--- config.mk ---
export PLATFORM = sky130hd
export DESIGN_NAME = wptr_full_gen
export DESIGN_NICKNAME = d
export VERILOG_FILES = /design/src/rtl/fifo_pkg.sv /design/src/rtl/sync_2ff.sv /design/src/rtl/wptr_full_gen.sv
export SDC_FILE = /design/constraint.sdc
export NUM_CORES = 1
export LEC_CHECK = 0
export BUFFER_PORTS_ARGS = -buffer_cell sky130_fd_sc_hd__buf_4
export CORE_UTILIZATION = 30
export DETAILED_ROUTE_END_ITERATION = 10
export GPL_ROUTABILITY_DRIVEN = 1
export REMOVE_ABC_BUFFERS = 1
export SYNTH_ARGS = -nofsm -noshare
export SYNTH_HDL_FRONTEND = slang
export SYNTH_SLANG_ARGS = --single-unit
--- constraint.sdc ---
create_clock -name wclk -period 6.55 [get_ports wclk]
set_input_delay 0.3275 -clock wclk [delete_from_list [all_inputs] [get_ports wclk]]
set_output_delay 0.3275 -clock wclk [all_outputs]
set_load 0.005 [all_outputs]
--- src/rtl/fifo_pkg.sv ---
// fifo_pkg: shared pointer types and Gray-code helpers for both FIFO clock domains
package fifo_pkg;

    localparam int DEF_PTR_WIDTH = 8;
    localparam int DEF_DEPTH     = 2 ** DEF_PTR_WIDTH;

    typedef logic [DEF_PTR_WIDTH:0] ptr_t;

    // Operate on a 32-bit container so any pointer width up to 32 can zero-extend in and truncate out.
    function automatic logic [31:0] bin2gray(input logic [31:0] b);
        return b ^ (b >> 1);
    endfunction

    function automatic logic [31:0] gray2bin(input logic [31:0] g);
        logic [31:0] b;
        b[31] = g[31];
        for (int i = 30; i >= 0; i--) b[i] = b[i+1] ^ g[i];
        return b;
    endfunction

endpackage

--- src/rtl/sync_2ff.sv ---
// sync_2ff: two-flop synchroniser for a Gray-coded bus crossing into the local clock domain
module sync_2ff #(
    parameter int WIDTH = 9
) (
    input  logic             clk,
    input  logic             rst_n,
    input  logic [WIDTH-1:0] d,
    output logic [WIDTH-1:0] q
);

    logic [WIDTH-1:0] q1;

    // Two back-to-back flops with nothing in between to give metastability time to resolve.
    always_ff @(posedge clk or negedge rst_n) begin
        if (!rst_n) begin
            q1 <= '0;
            q  <= '0;
        end else begin
            q1 <= d;
            q  <= q1;
        end
    end

endmodule

--- src/rtl/wptr_full_gen.sv ---
// wptr_full_gen: write pointer, Gray pointer and full/almost_full/overflow flags for the async FIFO
module wptr_full_gen
    import fifo_pkg::*;
#(
    parameter int PTR_WIDTH = DEF_PTR_WIDTH,
    parameter int DEPTH     = DEF_DEPTH,
    parameter int AF_MARGIN = 4
) (
    input  logic               wclk,
    input  logic               w_rst_n,
    input  logic               w_en,
    input  logic [PTR_WIDTH:0] g_rptr,
    output logic [PTR_WIDTH:0] waddr,
    output logic [PTR_WIDTH:0] g_wptr,
    output logic               full,
    output logic               almost_full,
    output logic               overflow
);

    localparam int PW = PTR_WIDTH + 1;

    logic [PTR_WIDTH:0] rq2;
    logic [PTR_WIDTH:0] b_next;
    logic [PTR_WIDTH:0] g_next;
    logic [PTR_WIDTH:0] r_bin;
    logic [PTR_WIDTH:0] lvl;
    logic               full_next;
    logic               af_next;

    sync_2ff #(.WIDTH(PW)) u_rptr_sync (
        .clk   (wclk),
        .rst_n (w_rst_n),
        .d     (g_rptr),
        .q     (rq2)
    );

    // Next pointer and flag terms; full compares Gray codes directly, level uses the decoded read pointer.
    always_comb begin
        b_next    = waddr + PW'(w_en & ~full);
        g_next    = PW'(bin2gray(32'(b_next)));
        r_bin     = PW'(gray2bin(32'(rq2)));
        lvl       = b_next - r_bin;
        full_next = (g_next == {~rq2[PTR_WIDTH:PTR_WIDTH-1], rq2[PTR_WIDTH-2:0]});
        af_next   = (lvl >= PW'(DEPTH - AF_MARGIN));
    end

    // Register pointers and flags; overflow latches any write attempted while full.
    always_ff @(posedge wclk or negedge w_rst_n) begin
        if (!w_rst_n) begin
            waddr       <= '0;
            g_wptr      <= '0;
            full        <= 1'b0;
            almost_full <= 1'b0;
            overflow    <= 1'b0;
        end else begin
            waddr       <= b_next;
            g_wptr      <= g_next;
            full        <= full_next;
            almost_full <= af_next;
            overflow    <= overflow | (w_en & full);
        end
    end

endmodule

==> impl_metrics.csv <==
group,metric,value,unit
critical_path,start_kind,"flip-flop",
pwr,worst_ir_drop_vdd,0.206,mV
status,run_status,"complete, no violations",
cts,htreeDepth,2,
critical_path,crit_startpoint,"full",
route,totalWireLength,3190,um
floorplan,rows,28,
final_layout,insertedDiodeCount,0,
placed_design,post-dp-hpwl,2480,um
route,met3_length,170,um
cts,post-cts-setup-buffer-count,0,
placed_design,gpl.final_weighted_congestion,0.761,
final_layout,final_core_util,38.2,%
cts,clk_pin_slew,0.07,ns
global_routing,gr-total-overflow,0,
timing,slew_violations,0,
critical_path,worst-r2r-setup-slack,3.01,ns
final_layout,area_growth_syn_to_layout,20.7,%
route,highest-signal-layer,"met4",
timing,timing.slew.headroom,64.4,%
floorplan,die_w,81.8,um
route,met1_length,1530,um
critical_path,path_common_cell,"sky130_fd_sc_hd__ha_1",
critical_path,worst_ep_arrival_time,3.76,ns
final_layout,sequential_cell_area,951,um^2
logic_synthesis,seq_cells_post_synth,38,
route,drt_iter0_drc,42,
timing,totalNegativeSetupSlack,0,ns
cts,holdBufCountCts,0,
timing,share_of_the_clock_period_used_by_the_worst_path_after_layout,54.0,%
critical_path,setup.worst_path.class,"reg2reg",
critical_path,critical_path.cell_chain,"nor2b_1 -> ha_1 -> ha_1 -> nand3_4 -> nor2_2 -> xnor2_1 -> inv_1 -> ha_1 -> a21oi_1 -> o21ai_0 -> or3b_2 -> a211oi_1 -> a311oi_1 -> nand3_1",
logic_synthesis,post_synth_num_cell_types,33,
final_layout,fraction_of_final_layout_cells_with_drive_strength_greater_than_1,24.5,%
floorplan,die_area,0.00668,mm^2
route,drt_drc,0,
floorplan,io-pin-count,33,
global_routing,first_pass_grt_wire_length,5500,um
logic_synthesis,syn-mean-instance-area,11.9,um^2
pwr,share_clk_of_total_power,16.7,%
pwr,pwr-share-comb,48.1,%
timing,setup_viol_count_final,0,
critical_path,critPathCaptureType,"flip-flop",
route,drtAntennaViolNets,0,
route,drt-vias-per-instance,4.38,
pwr,power.density,421,mW/mm^2
pwr,finalPower,0.970,mW
global_routing,grt.total_usage,11.1,%
floorplan,core,0.00603,mm^2
route,avgRoutedWirePerCell,11.8,um
timing,transition_time_at_the_pin_with_the_least_slew_margin,0.530,ns
cts,clockBufferDepth,2,
job,drv_cap,0,
critical_path,crit_slowest_cell,"sky130_fd_sc_hd__or3b_2",
timing,clock-skew-final,0.00368,ns
route,detailroute.via_count,1187,
cts,clock-root-buffer,"sky130_fd_sc_hd__clkbuf_8",
timing,finalCriticalPeriod,3.54,ns
pwr,cellLeakagePower,1.06,nW
pwr,sw_frac_of_total,37.3,%
final_layout,multi_input_comb_area,893,um^2
cts,cts_num_sinks,38,
global_routing,grt_start_max_net_pins,39,
critical_path,reg2regPathDepth,14,
critical_path,regToRegStartpoint,"full",
critical_path,worst-endpoint-required,6.77,ns
logic_synthesis,postSynthCellCount,161,
floorplan,die_h,81.8,um
cts,clkLatencyLatePin,0.28,ns
floorplan,initial_utilization,31.7,%
final_layout,n_fill_cell,587,
timing,rsz_0062_raised_after_global_routing,"no",
pwr,net-switching-power,0.362,mW
placed_design,port-buffer-count,32,
logic_synthesis,synth.cell_area,0.00191,mm^2
timing,timing_hold_violations_final,0,
cts,cts_inserted_buffers,5,
cts,cts_repair_resize_count,0,
final_layout,num-nets-final,218,
pwr,seq_power_share,35.1,%
critical_path,timing.rr.end,"almost_full",
hold_path,timing.hold.worst.class,"in2async",
timing,achievable-frequency,0.283,GHz
global_routing,first_global_vias,1196,
critical_path,critPathMaxFanout,6,
logic_synthesis,synth_sequential_area_ratio,49.8,%
critical_path,worst_stage_delay_on_the_critical_path,0.45,ns
route,first_pass_iters,4,
route,met2RoutedLength,1430,um
logic_synthesis,synthesis.yosys.warnings,0,
pwr,intPower,0.608,mW
global_routing,antenna_violations_before_repair,0,
cts,tritoncts,"yes",
-- layout by cell type, fill, tap and decap left out, types with 2 or more instances in the layout --
cell type,instances
sky130_fd_sc_hd__clkbuf_8,6
sky130_fd_sc_hd__xnor2_1,19
sky130_fd_sc_hd__xnor2_2,2
sky130_fd_sc_hd__nand4_1,3
sky130_fd_sc_hd__nor2b_1,2
sky130_fd_sc_hd__dfrtp_1,38
sky130_fd_sc_hd__a21o_1,2
sky130_fd_sc_hd__xor2_2,3
sky130_fd_sc_hd__a21oi_1,5
sky130_fd_sc_hd__inv_1,9
sky130_fd_sc_hd__buf_4,32
sky130_fd_sc_hd__ha_1,10
sky130_fd_sc_hd__nand2_1,13
sky130_fd_sc_hd__o21ai_0,4
sky130_fd_sc_hd__a211oi_1,2
sky130_fd_sc_hd__nand3_1,4
sky130_fd_sc_hd__xor2_1,19
sky130_fd_sc_hd__nor2_1,4
sky130_fd_sc_hd__nor3_1,2
sky130_fd_sc_hd__o22ai_1,2
-- worst max path at each step --
stage               slack, ns  cells after the start           to
finish                   3.01                     14  almost_full
global route             2.73                     14  almost_full
CTS                      3.01                     14  almost_full
detailed placement       2.99                     15  almost_full
global placement         3.01                     15  almost_full
floorplan                3.43                     15  almost_full
-- per-layer routing --
layer,up-vias,track usage (%)
li1,598,-
met1,548,14.6
met2,34,16.9
met3,7,3.33
met4,0,4.74
met5,-,0
-- cell usage after synthesis --
master,n,area share [%]
sky130_fd_sc_hd__a211oi_1,2,0.79
sky130_fd_sc_hd__a21o_1,2,0.79
sky130_fd_sc_hd__a21oi_1,5,1.3
sky130_fd_sc_hd__a22oi_1,1,0.39
sky130_fd_sc_hd__a311oi_1,1,0.46
sky130_fd_sc_hd__and4_1,1,0.46
sky130_fd_sc_hd__buf_2,3,0.79
sky130_fd_sc_hd__buf_4,2,0.79
sky130_fd_sc_hd__dfrtp_1,38,50
sky130_fd_sc_hd__fa_1,1,1.0
sky130_fd_sc_hd__ha_1,10,6.6
sky130_fd_sc_hd__inv_1,9,1.8
sky130_fd_sc_hd__nand2_1,13,2.6
sky130_fd_sc_hd__nand3_1,4,1.0
sky130_fd_sc_hd__nand3_4,1,0.92
sky130_fd_sc_hd__nand4_1,3,0.98
sky130_fd_sc_hd__nor2_1,4,0.79
sky130_fd_sc_hd__nor2_2,1,0.33
sky130_fd_sc_hd__nor2b_1,2,0.66
sky130_fd_sc_hd__nor3_1,2,0.52
sky130_fd_sc_hd__nor4_1,1,0.33
sky130_fd_sc_hd__o21a_1,1,0.39
sky130_fd_sc_hd__o21ai_0,4,1.0
sky130_fd_sc_hd__o21bai_1,1,0.39
sky130_fd_sc_hd__o22ai_1,2,0.66
sky130_fd_sc_hd__o31a_1,1,0.46
sky130_fd_sc_hd__or3_1,1,0.33
sky130_fd_sc_hd__or3b_2,1,0.46
sky130_fd_sc_hd__xnor2_1,19,8.7
sky130_fd_sc_hd__xnor2_2,2,1.7
sky130_fd_sc_hd__xor2_1,19,8.7
sky130_fd_sc_hd__xor2_2,3,2.6
sky130_fd_sc_hd__xor2_4,1,1.4
-- power by group through the flow --
stage	Sequential (mW)	Combinational, mW	Clock (mW)
final	0.341	0.467	0.162
after CTS	0.342	0.476	0.170
after floorplan	0.343	0.331	0
after global placement	0.346	0.468	0
after global routing	0.351	0.534	0.180
after detailed placement	0.346	0.473	0
-- through the flow --
stage	hold slack, ns	setup slack [ns]	instances	area, um^2
3_3_place_gp	0.333	3.01	263	2210
3_5_place_dp	0.328	2.99	263	2210
6_report	0.00275	3.01	271	2300
2_1_floorplan	0.0319	3.43	156	1880
5_1_grt	0.0290	2.73	271	2300
4_1_cts	0.0120	3.01	271	2300
-- worst max-delay path, delay by kind of cell (launching register included) --
kind	cells	cell delay, ns
DFF	1	0.39
adders and majority gates	3	0.97
AOI/OAI and AO/OA	4	0.70
buffers and inverters	1	0.13
xor gates and xnor gates	1	0.28
and+or+nand+nor	5	1.00
-- registers in the layout, summed over array words and instances (netlist names) --
register,count
u_rptr_sync.q,9
almost_full,1
overflow,1
u_rptr_sync.q1,9
g_wptr,9
waddr,8
full,1
-- cell families after synthesis --
logic type                 synth area share, %
buffers and inverters                     3.34
DFF                                       49.8
and+or+nand+nor                           9.38
adders and majority gates                 7.61
AOI/OAI and AO/OA                         6.69
xor gates and xnor gates                  23.1
-- final cells by class --
type	instances	share of cell area (%)
flip-flops and latches	38	41.3
well taps	75	4.07
clock buffers	7	3.75
repair buffers	32	10.4
multi-input cells	109	38.8
inverters	9	1.47
clock inverters	1	0.217
(Power assumes the default switching activity.)
